$ cat src/rtl/demux_l1_if.sv
// -----------------------------------------------------------------------------
// demux_l1_if
// Bundles the serial byte stream input and the four reconstructed lane outputs
// of the lane demultiplexer.
//   dataIn / validIn / flush   : serial stream and flush request (master drives)
//   dataOut0..3 / validOut0..3 : reconstructed lanes, one-cycle valid pulses
//                                (slave drives)
// -----------------------------------------------------------------------------
interface demux_l1_if #(
    parameter int WIDTH = 8
);
    logic [WIDTH-1:0] dataIn;
    logic             validIn;
    logic             flush;
    logic [WIDTH-1:0] dataOut0;
    logic [WIDTH-1:0] dataOut1;
    logic [WIDTH-1:0] dataOut2;
    logic [WIDTH-1:0] dataOut3;
    logic             validOut0;
    logic             validOut1;
    logic             validOut2;
    logic             validOut3;

    modport master (
        output dataIn, validIn, flush,
        input  dataOut0, dataOut1, dataOut2, dataOut3,
        input  validOut0, validOut1, validOut2, validOut3
    );

    modport slave (
        input  dataIn, validIn, flush,
        output dataOut0, dataOut1, dataOut2, dataOut3,
        output validOut0, validOut1, validOut2, validOut3
    );
endinterface

$ cat src/rtl/demux_l1.sv
// -----------------------------------------------------------------------------
// demux_l1
// Un-stripes a serial byte stream back into four parallel lanes. Valid bytes
// are collected round-robin into lanes 0..3; the completed word is presented
// one cycle after its last byte with a one-cycle valid pulse per lane. A flush
// forces out a partially collected word, zeroing the lanes it does not cover.
//
// Ports:
//   clk    : single clock, rising edge
//   reset  : asynchronous, active-high; clears pointer, holding regs, outputs
//   bus    : demux_l1_if.slave (dataIn/validIn/flush in, dataOut0..3 and
//            validOut0..3 out, all outputs registered)
// -----------------------------------------------------------------------------
module demux_l1 #(
    parameter int WIDTH = 8
) (
    input  logic        clk,
    input  logic        reset,
    demux_l1_if.slave   bus
);

    logic [1:0]       ptr_q, ptr_d;
    logic [WIDTH-1:0] hold_q [3];
    logic [WIDTH-1:0] hold_d [3];
    logic [WIDTH-1:0] dout_q [4];
    logic [WIDTH-1:0] dout_d [4];
    logic [3:0]       vout_q, vout_d;

    // Candidate word as it would look if emitted this cycle: held bytes with
    // the incoming byte dropped into the lane the pointer selects.
    logic [WIDTH-1:0] lane [4];
    logic [2:0]       cnt;
    logic [3:0]       mask;
    logic             emit;

    always_comb begin
        ptr_d  = ptr_q;
        hold_d = hold_q;
        dout_d = dout_q;
        vout_d = 4'b0000;
        mask   = 4'b0000;

        // Number of bytes the word would contain including this cycle's byte.
        cnt  = {1'b0, ptr_q} + {2'b00, bus.validIn};
        emit = bus.flush ? (cnt != 3'd0) : (bus.validIn && (ptr_q == 2'd3));

        for (int k = 0; k < 3; k++) begin
            lane[k] = hold_q[k];
        end
        lane[3] = '0;
        for (int k = 0; k < 4; k++) begin
            if (bus.validIn && (ptr_q == 2'(k))) begin
                lane[k] = bus.dataIn;
            end
            mask[k] = (3'(k) < cnt);
        end

        if (emit) begin
            ptr_d  = 2'd0;
            vout_d = mask;
            // Lanes not covered by a partial word read as zero so stale
            // holding-register contents never leak out.
            for (int k = 0; k < 4; k++) begin
                dout_d[k] = mask[k] ? lane[k] : '0;
            end
        end else if (bus.validIn) begin
            // Not emitting implies ptr_q < 3, so the byte goes to a hold reg.
            ptr_d = ptr_q + 2'd1;
            for (int k = 0; k < 3; k++) begin
                if (ptr_q == 2'(k)) begin
                    hold_d[k] = bus.dataIn;
                end
            end
        end
    end

    always_ff @(posedge clk or posedge reset) begin
        if (reset) begin
            ptr_q  <= 2'd0;
            vout_q <= 4'b0000;
            for (int k = 0; k < 3; k++) begin
                hold_q[k] <= '0;
            end
            for (int k = 0; k < 4; k++) begin
                dout_q[k] <= '0;
            end
        end else begin
            ptr_q  <= ptr_d;
            vout_q <= vout_d;
            hold_q <= hold_d;
            dout_q <= dout_d;
        end
    end

    assign bus.dataOut0  = dout_q[0];
    assign bus.dataOut1  = dout_q[1];
    assign bus.dataOut2  = dout_q[2];
    assign bus.dataOut3  = dout_q[3];
    assign bus.validOut0 = vout_q[0];
    assign bus.validOut1 = vout_q[1];
    assign bus.validOut2 = vout_q[2];
    assign bus.validOut3 = vout_q[3];

endmodule

$ cat src/flat_wrapper.sv
// flat-port wrapper written by rule: the top's interface ports become plain ports
module demux_l1_flat 
#(
    parameter int WIDTH = 8
)
  (clk, reset, bus_dataIn, bus_validIn, bus_flush, bus_dataOut0, bus_dataOut1, bus_dataOut2, bus_dataOut3, bus_validOut0, bus_validOut1, bus_validOut2, bus_validOut3);
  demux_l1_if #(.WIDTH(WIDTH)) bus_i ();
  input  logic clk;
  input  logic reset;
  input wire logic [$bits(bus_i.dataIn)-1:0] bus_dataIn;
  input wire logic [$bits(bus_i.validIn)-1:0] bus_validIn;
  input wire logic [$bits(bus_i.flush)-1:0] bus_flush;
  output wire logic [$bits(bus_i.dataOut0)-1:0] bus_dataOut0;
  output wire logic [$bits(bus_i.dataOut1)-1:0] bus_dataOut1;
  output wire logic [$bits(bus_i.dataOut2)-1:0] bus_dataOut2;
  output wire logic [$bits(bus_i.dataOut3)-1:0] bus_dataOut3;
  output wire logic [$bits(bus_i.validOut0)-1:0] bus_validOut0;
  output wire logic [$bits(bus_i.validOut1)-1:0] bus_validOut1;
  output wire logic [$bits(bus_i.validOut2)-1:0] bus_validOut2;
  output wire logic [$bits(bus_i.validOut3)-1:0] bus_validOut3;
  assign bus_i.dataIn = bus_dataIn;
  assign bus_i.validIn = bus_validIn;
  assign bus_i.flush = bus_flush;
  assign bus_dataOut0 = bus_i.dataOut0;
  assign bus_dataOut1 = bus_i.dataOut1;
  assign bus_dataOut2 = bus_i.dataOut2;
  assign bus_dataOut3 = bus_i.dataOut3;
  assign bus_validOut0 = bus_i.validOut0;
  assign bus_validOut1 = bus_i.validOut1;
  assign bus_validOut2 = bus_i.validOut2;
  assign bus_validOut3 = bus_i.validOut3;
  demux_l1 #(.WIDTH(WIDTH)) u_core (.clk(clk), .reset(reset), .bus(bus_i));
endmodule
$ cat config.mk
export PLATFORM = sky130hd
export DESIGN_NAME = demux_l1_flat
export DESIGN_NICKNAME = d
export VERILOG_FILES = /design/src/rtl/demux_l1_if.sv /design/src/rtl/demux_l1.sv /design/src/flat_wrapper.sv
export SDC_FILE = /design/constraint.sdc
export NUM_CORES = 1
export LEC_CHECK = 0
export BUFFER_PORTS_ARGS = -buffer_cell sky130_fd_sc_hd__buf_4
export CELL_PAD_IN_SITES_DETAIL_PLACEMENT = 1
export CELL_PAD_IN_SITES_GLOBAL_PLACEMENT = 1
export CORE_MARGIN = 8
export CORE_UTILIZATION = 48
export CTS_CLUSTER_DIAMETER = 150
export CTS_CLUSTER_SIZE = 16
export DETAILED_ROUTE_END_ITERATION = 6
export PLACE_DENSITY_LB_ADDON = 0.15
export SLEW_MARGIN = 20
export SYNTH_ARGS = -nofsm -noshare
export SYNTH_HDL_FRONTEND = slang
export SYNTH_SLANG_ARGS = --single-unit
$ cat constraint.sdc
create_clock -name clk -period 3 [get_ports clk]
set_input_delay 0.15 -clock clk [delete_from_list [all_inputs] [get_ports clk]]
set_output_delay 0.15 -clock clk [all_outputs]
set_load 0.01 [all_outputs]
# Word-level counts from Yosys, hierarchy flattened
# Index checks and enable logic that the tools add are counted.
classes:
  muxes: 12
  add_sub_neg: 2
  n_bitwise: 1
  order_cmp: 4
  reduce_logical: 10
  eq_ne: 3
op_table:
  columns: ["cell", "count"]
  rows:
  - ["8-bit 2-to-1 mux", 8]
  - ["3-bit AND reduction", 3]
  - ["1-bit by 3-bit < comparator with 1-bit output, first input constant", 2]
  - ["2-bit by 3-bit < comparator with 1-bit output, first input constant", 2]
  - ["2-bit == test, second input constant", 2]
  - ["1-bit logical AND", 4]
  - ["2-bit 2-to-1 mux", 2]
  - ["4-bit 2-to-1 mux", 1]
  - ["2-bit by 1-bit adder with 3-bit output", 1]
  - ["3-bit nonzero test", 1]
  - ["2-bit by 1-bit adder with 2-bit output, second input constant", 1]
  - ["2-bit by 1-bit == test with 1-bit output, second input constant", 1]
  - ["2-bit zero test", 1]
  - ["2-bit nonzero test", 1]
  - ["1-bit 2-to-1 mux", 1]
  - ["1-bit NOT", 1]
word_totals:
  out_inout_bits: 36
  ff_bits: 62
  input_bits: 12
  word_cells: 41

# Logic depth before layout (Yosys ltp)
# Gate-level depths: netlist (run 1).
logic_depth:
  depth_word: 5
  depth_mapped: 8
  mapped_depth_nobuf: 6

# Least setup slack after synthesis (run 1)
# No wires, ideal clock.
synth_timing:
  path_kind: "reg2reg"
  from: "reg u_core.ptr_q[0]"
  to: "reg u_core.hold_q[8] (netlist bit)"
  required_ps: 2875
  stages_incl_launch_ff: 8
  setup_slack_ps: 1061
  arrival_time_ps: 1814
  path_buffers: 1
  period_less_slack_ps: 1939
  setup_time_ps: 125
  cell_sequence: "dfrtp_1 ha_1 inv_1 ha_1 o31ai_4 buf_6 nand4_4 mux2_4"
synth_between:
  elab_chain_len: 5
  elab_cells_between_ends: 8
  classes_between: "add/sub: 1; eq/ne: 2; mux: 1; bitwise: 1; reduce/logical: 3"
synth_rtl:
  columns: ["element", "line_no", "rtl"]
  rows:
  - ["from (decl)", "demux_l1.sv:22", "logic [1:0] ptr_q, ptr_d;"]
  - ["from (signal assigned)", "demux_l1.sv:88", "ptr_q <= ptr_d;"]
  - ["2-bit by 1-bit adder with 3-bit output / 2-bit == test (equally long branches)", "demux_l1.sv:44, demux_l1.sv:45", null]
  - ["3-bit nonzero test / 1-bit logical AND (equally long branches)", "demux_l1.sv:45", "emit = bus.flush ? (cnt != 3'd0) : (bus.validIn && (ptr_q == 2'd3));"]
  - ["1-bit 2-to-1 mux", "demux_l1.sv:45", null]
  - ["1-bit NOT (no line)", null, null]
  - ["3-bit AND reduction (no line) *", null, null]
  - ["to (signal assigned)", "demux_l1.sv:90", "hold_q <= hold_d;"]
  - ["to (decl)", "demux_l1.sv:23", "logic [WIDTH-1:0] hold_q [3];"]
# Every way passes the cells marked *; elsewhere a longest branch is shown, timed or not.
# A chain may end at the register's enable or synchronous reset.

# Worst setup path after layout (run 1)
layout_timing:
  from: "reg u_core.ptr_q[0]"
  to: "reg u_core.dout_q (netlist bit u_core.bus.dataOut0[7])"
layout_between:
  elab_chain_len: 4
  elab_cells_between_ends: 10
  classes_between: "add/sub: 1; order compare: 1; eq/ne: 1; mux: 3; reduce/logical: 4"
layout_rtl:
  columns: ["element", "line_no", "rtl"]
  rows:
  - ["branches (longest 4 deep; another with 2-bit by 1-bit adder with 3-bit output)", null, null]
  - ["to (signal assigned)", "demux_l1.sv:91", "dout_q <= dout_d;"]
  - ["to (decl)", "demux_l1.sv:25", "logic [WIDTH-1:0] dout_q [4];"]
# Parallel ways; which one is timed is not known.

==> results.md, run 1 <==
- Status: finished, violations left
- Violated checks: hold timing
- Distinct cells, synth: 25
- Final Max Tran Viols: 0
- Share of layout cells above drive strength 1: 35.8%
- Hold Buf Count CTS: 0
- Clock transition at path regs: ~60 ps
- Register area share after synthesis: 55.3%
- CTS max path bufs: 2
- Ant diodes: 0
- Layout area overhead: 21.7%
- Placed Cells: 330
- CTS sink cnt: 62
- Die area: 8550 sq um
- Mapped Area: 2810 sq um
- Worst Hold Class: in -> async
- CTS tree: built
- Leakage: 1.73 nW
- Worst path max stage delay: 540 ps
- Fin crit period: 2340 ps
- Post-route clock period utilization: 78.2%
- Vias per inst: 5.67
- Hold Fails Final Rpt: 49
- Synth warn: 0
- Family with the most delay on the worst path: compound AO/OA/AOI/OAI gates
- Max capacitance violation total: 0
- Clk root buf: clkbuf_8
- Post-cts resize count: 0
- Worst vdd ir: 520 uV
- Cells after synthesis: 215
- Crit-path most repeated cell: ha_1
- Setup tns final: 0 ps
- Design Area, Final: approximately 3400 sq um
- Hpwl dp: ~5000 um
- Top cells by area, synth: dfrtp_1, mux2i_1, mux2_2
- Setup repair bufs after CTS: 0
- Share of the synthesized area in the top cell type: ~55%
- H-tree depth: 3
- Largest net degree at the start of global routing: 51
- F_max: 426 MHz
- Post-route ant nets: 0
- Worst Path Class, Setup: reg -> reg
- Placed Area: 3240 sq um
- Initial antenna violation count: 0
- RSZ-0062 raised after global routing: false
- CTS Buf Count: 9
- Layout net count: 285
- Finished Core Util: 59.0%
- First-pass GRT wire length: 12200 um
- Non-filler cells, final: between 300 and 400
- Worst setup SP type: register
- DRC violation count after routing: 0
- Critical path arrival: 2530 ps
- RePlAce Congestion: 0.768
- Largest area contributor in the netlist: dfrtp_1
- Via count: 1946
- Max transition margin: 43.9%
- IO Count: 48
- Vias in the first global route: 2216
- CP Max Fanout: 19
- Setup crit end kind: register
- CP cell instances: ha_1 -> inv_1 -> ha_1 -> o31ai_4 -> and2_1 -> buf_4 -> o31ai_1
- DIE WIDTH: 92.4 um
- Crit-path slowest cell: o31ai_4
- # fillers: 614
- Pwr dens: slightly above 1000 nW/um^2
- Syn nets: approximately 230
- Seq cells post-synth: 62
- Grt ovf: 0
- Average size of a mapped cell: between 10 and 15 sq um
- GR Util All Layers: approximately 18%
- Overall power: 3.44 mW
- Initial Util: 48.5%
- Avg WL per Cell: roughly 21 um
- Final worst clock skew: 6.58 ps
- Total core area: approximately 5800 sq um
- Hold_ws: -41.0 ps
- PortBufs: 47
- Worst Path Required: 3180 ps
- Num rows: 28
- Die Span Y: ~92 um
- Drt total wl: 7200 um
- Final setup viols: 0
- Initial DRC count: 88
- Skew-Pair Late Insertion Delay: 330 ps
- Buf/Inv on CP: 2
- Pre-Repair DR Iteration Count: 4
- Tightest Pin Transition: 840 ps
-- path summary, 6_finish.rpt --
| kind | slack (ps) | endpoint | from | depth (start not counted) |
|---|---|---|---|---|
| max reg2reg | 660 | u_core.bus.dataOut0[7]$_DFFE_PP0P_ | u_core.ptr_q[0]$_DFFE_PP0P_ | 7 |
| min in group clk | 100 | u_core.vout_q[3]$_DFF_PP0_ | bus_flush | 3 |
| min | -40 | u_core.bus.dataOut0[7]$_DFFE_PP0P_ | reset | 2 |
| min reg2reg | 500 | u_core.bus.dataOut1[1]$_DFFE_PP0P_ | u_core.bus.dataOut1[1]$_DFFE_PP0P_ | 2 |
| max | 660 | u_core.bus.dataOut0[7]$_DFFE_PP0P_ | u_core.ptr_q[0]$_DFFE_PP0P_ | 7 |
| max in group asynchronous | 2340 | u_core.bus.dataOut3[1]$_DFFE_PP0P_ | reset | 3 |
-- sequential cells by signal (all words and copies together), names as in the netlist --
name,cells
u_core.bus.dataOut0,8
u_core.bus.dataOut3,8
u_core.ptr_q,2
u_core.vout_q,4
u_core.bus.dataOut1,8
u_core.bus.dataOut2,8
u_core.hold_q,24
-- metrics by stage --
| stage | hold slack (ps) | setup slack (ps) |
|---|---|---|
| final | -41.0 | 655 |
| after global routing | 35.0 | 531 |
| after CTS | 95.7 | 637 |
| after detailed placement | 445 | 673 |
| after global placement | 439 | 789 |
| after floorplan | 283 | 1060 |
-- cells by family after synthesis --
logic type | after synthesis | synth area share [%]
and+or+nand+nor | 41 | 8.92
xor gates and xnor gates | 1 | 0.312
DFF | 62 | 55.3
muxes | 49 | 18.8
adders and majority gates | 7 | 3.12
AOI/OAI and AO/OA | 35 | 10.1
buffers and inverters | 20 | 3.39
-- cells in the final DEF, fill, tap and decap left out --
cell type / count
a21o_1: 1
a21oi_1: 1
a22o_1: 8
and2_1: 1
and3_1: 1
buf_4: 55
bufinv_16: 1
clkbuf_1: 1
clkbuf_8: 10
clkinv_2: 2
dfrtp_1: 62
ha_1: 7
inv_1: 4
mux2_2: 22
mux2_4: 2
mux2i_1: 25
nand2_1: 4
nand3_1: 24
nand3b_1: 1
nand4_4: 3
nor2_1: 5
nor2b_1: 2
o31ai_1: 24
o31ai_4: 1
xnor2_1: 1
-- worst reg2reg max path, cell delays in order, from the launching register on --
cell	delay, ps
dfrtp_1	430
ha_1	220
inv_1	60
ha_1	320
o31ai_4	540
and2_1	250
buf_4	260
o31ai_1	120
-- cell type report --
class,count,area (sq um),share of cell area [%]
Multi-Input combinational cell,133,1160,33.9
Inverter,5,20.0,0.587
Timing Repair Buffer,55,413,12.1
Tap cell,75,93.8,2.75
Clock inverter,2,35.0,1.03
Sequential cell,62,1550,45.5
Clock buffer,11,141,4.14
-- synth_stat cells --
master and count:
dfrtp_1 62, mux2i_1 25, nand3_1 24, o31ai_1 24, mux2_2 22, a22o_1 8
ha_1 7, clkbuf_1 6, inv_1 5, nor2_1 5, buf_2 4, nand2_1 4
nand4_4 3, buf_1 2, buf_4 2, mux2_4 2, nor2b_1 2, a21o_1 1
a21oi_1 1, and2_1 1, and3_1 1, buf_6 1, nand3b_1 1, o31ai_4 1
xnor2_1 1
-- power by group --
group | leakage [nW] | total, mW | internal, mW | switching (mW)
Sequential | 0.795 | 1.34 | 1.16 | 0.183
Clock | 0.0911 | 0.692 | 0.391 | 0.301
Combinational | 0.841 | 1.41 | 0.661 | 0.748
-- metal layers --
metal,up-vias,track usage (%),wire length (um)
met5,-,0,0
met4,0,8.19,98
met3,9,4.61,325
met2,42,30.2,3680
met1,1006,22.2,3100
li1,889,-,-
Power figures use the tool's default switching activity.
==> run 2, diff against run 1 <==
--- a/config.mk
+++ b/config.mk
@@ -5,11 +5,12 @@
 export SDC_FILE = /design/constraint.sdc
 export NUM_CORES = 1
 export LEC_CHECK = 0
+export ABC_AREA = 1
 export BUFFER_PORTS_ARGS = -buffer_cell sky130_fd_sc_hd__buf_4
 export CELL_PAD_IN_SITES_DETAIL_PLACEMENT = 1
 export CELL_PAD_IN_SITES_GLOBAL_PLACEMENT = 1
 export CORE_MARGIN = 8
-export CORE_UTILIZATION = 48
+export CORE_UTILIZATION = 41
 export CTS_CLUSTER_DIAMETER = 150
 export CTS_CLUSTER_SIZE = 16
 export DETAILED_ROUTE_END_ITERATION = 6
==> constraint.sdc (replaced) <==
create_clock -name clk -period 2.5 [get_ports clk]
set_input_delay 0.125 -clock clk [delete_from_list [all_inputs] [get_ports clk]]
set_output_delay 0.125 -clock clk [all_outputs]
set_load 0.01 [all_outputs]
==> run 2 against run 1 <==
  * The flow now finishes without violations
  * Maximum frequency is 13% higher
  * Wire length is 15% higher
  * Largest power group is now registers
  * Sequential power is 10% higher
  * Area after synthesis is 5.3% higher
  * Critical endpoint is now u_core.bus.dataOut2[3]$_DFFE_PP0P_
  * Global-route usage is 0.77 points lower
==> results.md, run 2 <==
- Cells after synthesis: 362 (+68%)
- Setup tns final: 0 ps (unchanged)
- Layout net count: 432 (+52%)
- Distinct cells, synth: 19 (-24%)
- Overall power: 3.42 mW (-0.57%)
- Most flop-heavy register: u_core.hold_q
- Flop2flop setup slack: 430 ps (-220 ps)
- Finished Core Util: 50.5% (-8.5 points)
- Worst vdd ir: 350 uV (-33%)
- F_max: 484 MHz (+13%)
- Hpwl dp: 5720 um (+12%)
- CTS max path bufs: 2 (unchanged)
- Leakage: 1.94 nW (+12%)
- R2r startpoint: u_core.ptr_q[0]$_DFFE_PP0P_
- Final Max Tran Viols: 0 (unchanged)
- Pre-Repair DR Iteration Count: 4 (unchanged)
- Post-route clock period utilization: 82.7% (+4.5 points)
- Largest register FFs: 24 (unchanged)
- Hold Buf Count CTS: 1 (+1)
- DIE WIDTH: 101 um (+9.1%)
- EDFF count, synth: 0 (unchanged)
- Largest net degree at the start of global routing: 36 (-29%)
- Ant diodes: 0 (unchanged)
- Synth warn: 0 (unchanged)
- Hold Fails Final Rpt: 0 (-100%)
- R2R cell count: 9 (+2)
- Clock transition at path regs: 70 ps (about the same)
- Fin crit period: 2070 ps (-278 ps)
- CP Max Fanout: 28 (+9)
- Top cells by area, synth: dfrtp_1, nand2_1, nand3_1
- Tightest Pin Transition: 766 ps (-74.1 ps)
- Skew-Pair Late Insertion Delay: 330 ps (about the same)
- Ys flop type: dfrtp_1
- IO Count: 48 (unchanged)
- CTS tree: built
- Die Span Y: 101 um (+9.1%)
- Final setup viols: 0 (unchanged)
- Via count: 2602 (+34%)
- PortBufs: 47 (unchanged)
- Post-route ant nets: 0 (unchanged)
- Initial Util: 41.6% (-6.9 points)
- Vias per inst: 5.03 (-11%)
- Average size of a mapped cell: 8.16 sq um (-37%)
- Most frequent cells after synthesis: nand2_1, dfrtp_1, nand3_1, o21ai_1, inv_1
- Post-cts resize count: 0 (unchanged)
- FF-to-FF End: u_core.bus.dataOut2[3]$_DFFE_PP0P_
- Status: completed
- Design Area, Final: 3590 sq um (+5.1%)
- Commonest non-fill, non-tap cells in the layout: nand2_1, dfrtp_1, buf_4, nand3_1, o21ai_1
- Max transition margin: 48.9% (+4.9 points)
- Pwr dens: 954 nW/um^2 (-5.4%)
- Min-delay src: bus_dataIn[7]
- Register area share after synthesis: 52.5% (-2.8 points)
- RSZ-0062 raised after global routing: false
- Drt total wl: 8300 um (+15%)
- Most common cell after layout, fill and taps aside: nand2_1
- Critical path arrival: 2320 ps (-210 ps)
- Syn nets: 381 (+63%)
- Setup repair bufs after CTS: 0 (unchanged)
- Worst setup SP type: register
- First-pass GRT wire length: 13900 um (+15%)
- Largest area contributor in the netlist: dfrtp_1
- Placed Area: 3390 sq um (+4.8%)
- Mapped Area: 2950 sq um (+5.3%)
- Worst Path Class, Setup: reg -> reg
- Top-count cell post-synth: nand2_1
- Clk root buf: clkbuf_8
- CTS Buf Count: 9 (unchanged)
- End of the critical path: u_core.bus.dataOut2[3]$_DFFE_PP0P_
- DRC violation count after routing: 0 (unchanged)
- Seq cells post-synth: 62 (unchanged)
- Vias in the first global route: 2726 (+23%)
- Async S/R FF share, synth: 100% (unchanged)
- Die area: 10200 sq um (+19%)
- Hold_ws: 110 ps (+151 ps)
- Avg WL per Cell: 16.1 um (-24%)
- H-tree depth: 3 (unchanged)
- CTS sink cnt: 62 (unchanged)
- Grt ovf: 0 (unchanged)
- RePlAce Congestion: 0.860 (+12%)
- Max capacitance violation total: 0 (unchanged)
- Initial antenna violation count: 0 (unchanged)
- Worst Path Required: 2760 ps (-420 ps)
- Setup crit end kind: register
- Critical Path Start: u_core.ptr_q[0]$_DFFE_PP0P_
- Initial DRC count: 112 (+27%)
- Worst Hold Class: in -> reg
- GR Util All Layers: 17.6% (-0.77 points)
- Num rows: 31 (+11%)
- Share of layout cells above drive strength 1: 19.6% (-16 points)
- Total core area: 7100 sq um (+23%)
- Layout area overhead: 21.5%
- Final worst clock skew: 6.91 ps (+0.330 ps)
- Share of the synthesized area in the top cell type: 52.5% (-2.8 points)
run 2: cell families (layout without fill, tap and decap cells):
kind of cell	count (synthesis)	in the layout	synth area share [%]
AND/OR/NAND/NOR	223	223	32.3
AO/OA/AOI/OAI	34	34	5.89
flip-flops	62	62	52.5
buffers and inverters	36	92	6.31
adder cells (fa/ha/maj)	7	7	2.97
run 2: cell type report:
cell class	instances	area, sq um
clock buffer	13	169
clock inverter	3	17.5
fill	896	3510
inverter	20	75.1
multi-input combinational	264	1210
sequential	62	1550
tap	99	124
timing repair buffer	56	435
run 2: worst max-delay path, stage by stage (launching register included):
cell     delay (ps)
dfrtp_1         420
ha_1            200
inv_1            50
ha_1            300
nor2_1          120
nand2_1         110
nand2_4         320
buf_4           300
nand2_1          80
o21ai_1          80
run 2: metal layers:
metal	up-vias	global-route usage, %	wire, um
met1	1296	22.7	3930
li1	1253	-	-
met5	-	0	0
met3	11	3.45	317
met2	42	28.5	3940
met4	0	5.93	114
run 2: power breakdown:
group / switching, mW / total, mW / leakage, nW / internal, mW
sequential: 0.171 / 1.48 / 0.816 / 1.31
clock: 0.395 / 0.833 / 0.0954 / 0.439
combinational: 0.669 / 1.11 / 1.03 / 0.444
total: 1.24 / 3.42 / 1.94 / 2.19
run 2: worst min-delay path by stage:
| stage | end | slack, ps | depth (start not counted) |
|---|---|---|---|
| final | u_core.hold_q[23]$_DFFE_PP0P_ | 110 | 3 |
| after CTS | u_core.hold_q[12]$_DFFE_PP0P_ | 90 | 3 |
| after floorplan | u_core.bus.dataOut3[0]$_DFFE_PP0P_ | 270 | 2 |
| after detailed placement | u_core.bus.dataOut3[2]$_DFFE_PP0P_ | 330 | 2 |
| after global placement | u_core.bus.dataOut3[2]$_DFFE_PP0P_ | 340 | 2 |
| after global routing | u_core.hold_q[12]$_DFFE_PP0P_ | 110 | 3 |
run 2: through the flow:
step / setup WS, ps / instances
final: 433 / 517
after global routing: 245 / 517
after CTS: 435 / 517
after detailed placement: 441 / 500
after global placement: 517 / 500
after floorplan: 834 / 362
==> run 3, diff against run 2 <==
--- a/config.mk
+++ b/config.mk
@@ -10,7 +10,7 @@
 export CELL_PAD_IN_SITES_DETAIL_PLACEMENT = 1
 export CELL_PAD_IN_SITES_GLOBAL_PLACEMENT = 1
 export CORE_MARGIN = 8
-export CORE_UTILIZATION = 41
+export CORE_UTILIZATION = 37
 export CTS_CLUSTER_DIAMETER = 150
 export CTS_CLUSTER_SIZE = 16
 export DETAILED_ROUTE_END_ITERATION = 6
==> constraint.sdc (replaced) <==
create_clock -name clk -period 1.7 [get_ports clk]
set_input_delay 0.085 -clock clk [delete_from_list [all_inputs] [get_ports clk]]
set_output_delay 0.085 -clock clk [all_outputs]
set_load 0.01 [all_outputs]
==> run 3 against run 2 <==
  * Highest routed layer unchanged
  * Largest cell class unchanged
  * Clock skew down 0.92 ps
  * Count of clock-buffer cells in the layout fell by 1
  * Flip-flop and latch count did not move
  * Design area grew 10%
  * Power is 61% higher
  * Die area increased by 9.1%
  * Via count grew 2.8%
  * Register-to-register slack lost 380 ps
==> results.md, run 3 (same netlist as run 2, synthesis figures left out) <==
- F_max: 609 MHz (+26%)
- Worst Hold Class: in -> reg
- Clk root buf: clkbuf_8
- PortBufs: 47 (unchanged)
- Via count: 2675 (+2.8%)
- Crit-path slowest cell: dfrtp_1
- Hpwl dp: 5780 um (+0.94%)
- Ant diodes: 0 (unchanged)
- GR Util All Layers: 17.0% (-0.61 points)
- CTS Buf Count: 9 (unchanged)
- Fin crit period: 1640 ps (-425 ps)
- Final worst clock skew: 5.99 ps (-0.924 ps)
- Final Max Tran Viols: 0 (unchanged)
- Num rows: 32 (+3.2%)
- Vias in the first global route: 2812 (+3.2%)
- Pwr dens: 1400 nW/um^2 (+47%)
- Setup crit end kind: register
- Largest register FFs: 24 (unchanged)
- Family with the most delay on the worst path: adder cells
- DRC violation count after routing: 0 (unchanged)
- Layout net count: 450 (+4.2%)
- Hold Fails Final Rpt: 0 (unchanged)
- Post-route clock period utilization: 96.6% (+14 points)
- Min-delay src: bus_dataIn[7]
- CP Max Fanout: 13 (-54%)
- DIE WIDTH: 105 um (+4.4%)
- Die area: 11100 sq um (+9.1%)
- Max transition margin: 73.3% (+24 points)
- R2R cell count: 10 (+1)
- Setup tns final: 0 ps (unchanged)
- Tightest Pin Transition: 400 ps (-365 ps)
- CP cell instances: ha_2 -> inv_2 -> ha_4 -> nor2_4 -> nand2_4 -> nand2_8 -> buf_6 -> buf_16 -> nand3_1 -> nand2_1
- First-pass GRT wire length: 15000 um (+7.3%)
- Commonest non-fill, non-tap cells in the layout: nand2_1, dfrtp_1, buf_4, nand3_1, o21ai_1
- Total core area: 7730 sq um (+8.9%)
- Status: completed
- R2r startpoint: u_core.ptr_q[0]$_DFFE_PP0P_
- H-tree depth: 3 (unchanged)
- CTS sink cnt: 62 (unchanged)
- Leakage: 2.09 nW (+8.1%)
- Worst Path Required: 1930 ps (-830 ps)
- Grt ovf: 0 (unchanged)
- RePlAce Congestion: 0.752 (-13%)
- Vias per inst: 4.97 (-1.2%)
- Avg WL per Cell: 17.3 um (+7.6%)
- CTS tree: built
- Clock transition at path regs: 70 ps (about the same)
- Skew-Pair Late Insertion Delay: 340 ps (about the same)
- Hold Path Depth: 3 (unchanged)
- Non-filler cells, final: 538 (+4.1%)
- FF-to-FF End: u_core.hold_q[15]$_DFFE_PP0P_
- Placed Cells: 512 (+2.4%)
- Hold Path Sink: u_core.bus.dataOut3[7]$_DFFE_PP0P_
- Finished Core Util: 51.1% (+0.56 points)
- Worst path max stage delay: 350 ps (-70 ps)
- CTS max path bufs: 2 (unchanged)
- Hold_ws: 44.9 ps (-64.7 ps)
- Worst vdd ir: 560 uV (+60%)
- Most common cell after layout, fill and taps aside: nand2_1
- Worst setup SP type: register
- Initial DRC count: 134 (+20%)
- Drt total wl: 9290 um (+12%)
- Share of layout cells above drive strength 1: 24.8% (+5.2 points)
- Largest net degree at the start of global routing: 63 (+75%)
- Max capacitance violation total: 0 (unchanged)
- Layout area overhead: 33.7%
- Overall power: 5.52 mW (+61%)
- Die Span Y: 105 um (+4.4%)
- # fillers: 926 (+3.3%)
- Final setup viols: 0 (unchanged)
- Initial Util: 38.2% (-3.4 points)
- Most flop-heavy register: u_core.hold_q
- IO Count: 48 (unchanged)
- Critical Path Start: u_core.ptr_q[0]$_DFFE_PP0P_
- Initial antenna violation count: 0 (unchanged)
- Post-route ant nets: 0 (unchanged)
- Buf/Inv on CP: 3 (+1)
- Worst Path Class, Setup: reg -> reg
- Pre-Repair DR Iteration Count: 4 (unchanged)
- Flop2flop setup slack: 60 ps (-380 ps)
- Critical path arrival: 1880 ps (-440 ps)
run 3: changes by cell type in the layout (fill, tap and decap cells not counted), moves of 3 or more:
cell     previous run  this run
buf_12              1         5
nand2_8             0         3
buf_6               0         4
buf_4              54        59
run 3: metal layers:
layer	up-vias	global-route usage [%]	wire length, um
met4	0	6.12	136
met3	14	3.84	490
li1	1299	-	-
met2	53	27.6	4500
met1	1309	21.6	4160
met5	-	0	0
run 3: cell type report:
class,count,area [sq um],area share [%]
tap,102,128,3.23
timing repair buffer,73,703,17.8
clock inverter,4,45.0,1.14
sequential,62,1550,39.3
multi-input combinational,265,1290,32.7
clock buffer,12,155,3.93
inverter,20,75.1,1.90
run 3: worst max path at each step:
stage,endpoint,slack [ps],cells past startpoint
final,u_core.hold_q[15]$_DFFE_PP0P_,60,10
after global routing,u_core.hold_q[5]$_DFFE_PP0P_,-20,9
after CTS,u_core.hold_q[12]$_DFFE_PP0P_,-10,9
after detailed placement,u_core.hold_q[6]$_DFFE_PP0P_,-40,10
after global placement,u_core.hold_q[13]$_DFFE_PP0P_,30,9
after floorplan,u_core.bus.dataOut0[0]$_DFFE_PP0P_,70,1
run 3: per-stage QoR:
step           cell area, sq um  worst slack (ps)
6_report                   3950              58.2
5_1_grt                    3950             -17.7
4_1_cts                    3810             -10.9
3_5_place_dp               3500             -43.3
3_3_place_gp               3500              29.8
2_1_floorplan              2950              73.6
run 3: repair_timing:
item                                   CTS  global route
setup endpoints to repair               35            44
cloned                                   2             3
setup buffers                            1             3
endpoints found under the hold margin   62             0
hold buffers                             1             0
resized for setup                        8            13
pin swaps                                0             4
run 3: tightest hold or removal path: cells and delay by family:
family                 cells  cell delay, ps
buffers and inverters      2             200
AO/OA/AOI/OAI              1              60
run 3: power by group:
part	switching (mW)	internal, mW	leakage, nW
sequential	0.250	1.92	0.816
clock	0.603	0.751	0.106
combinational	1.11	0.887	1.17
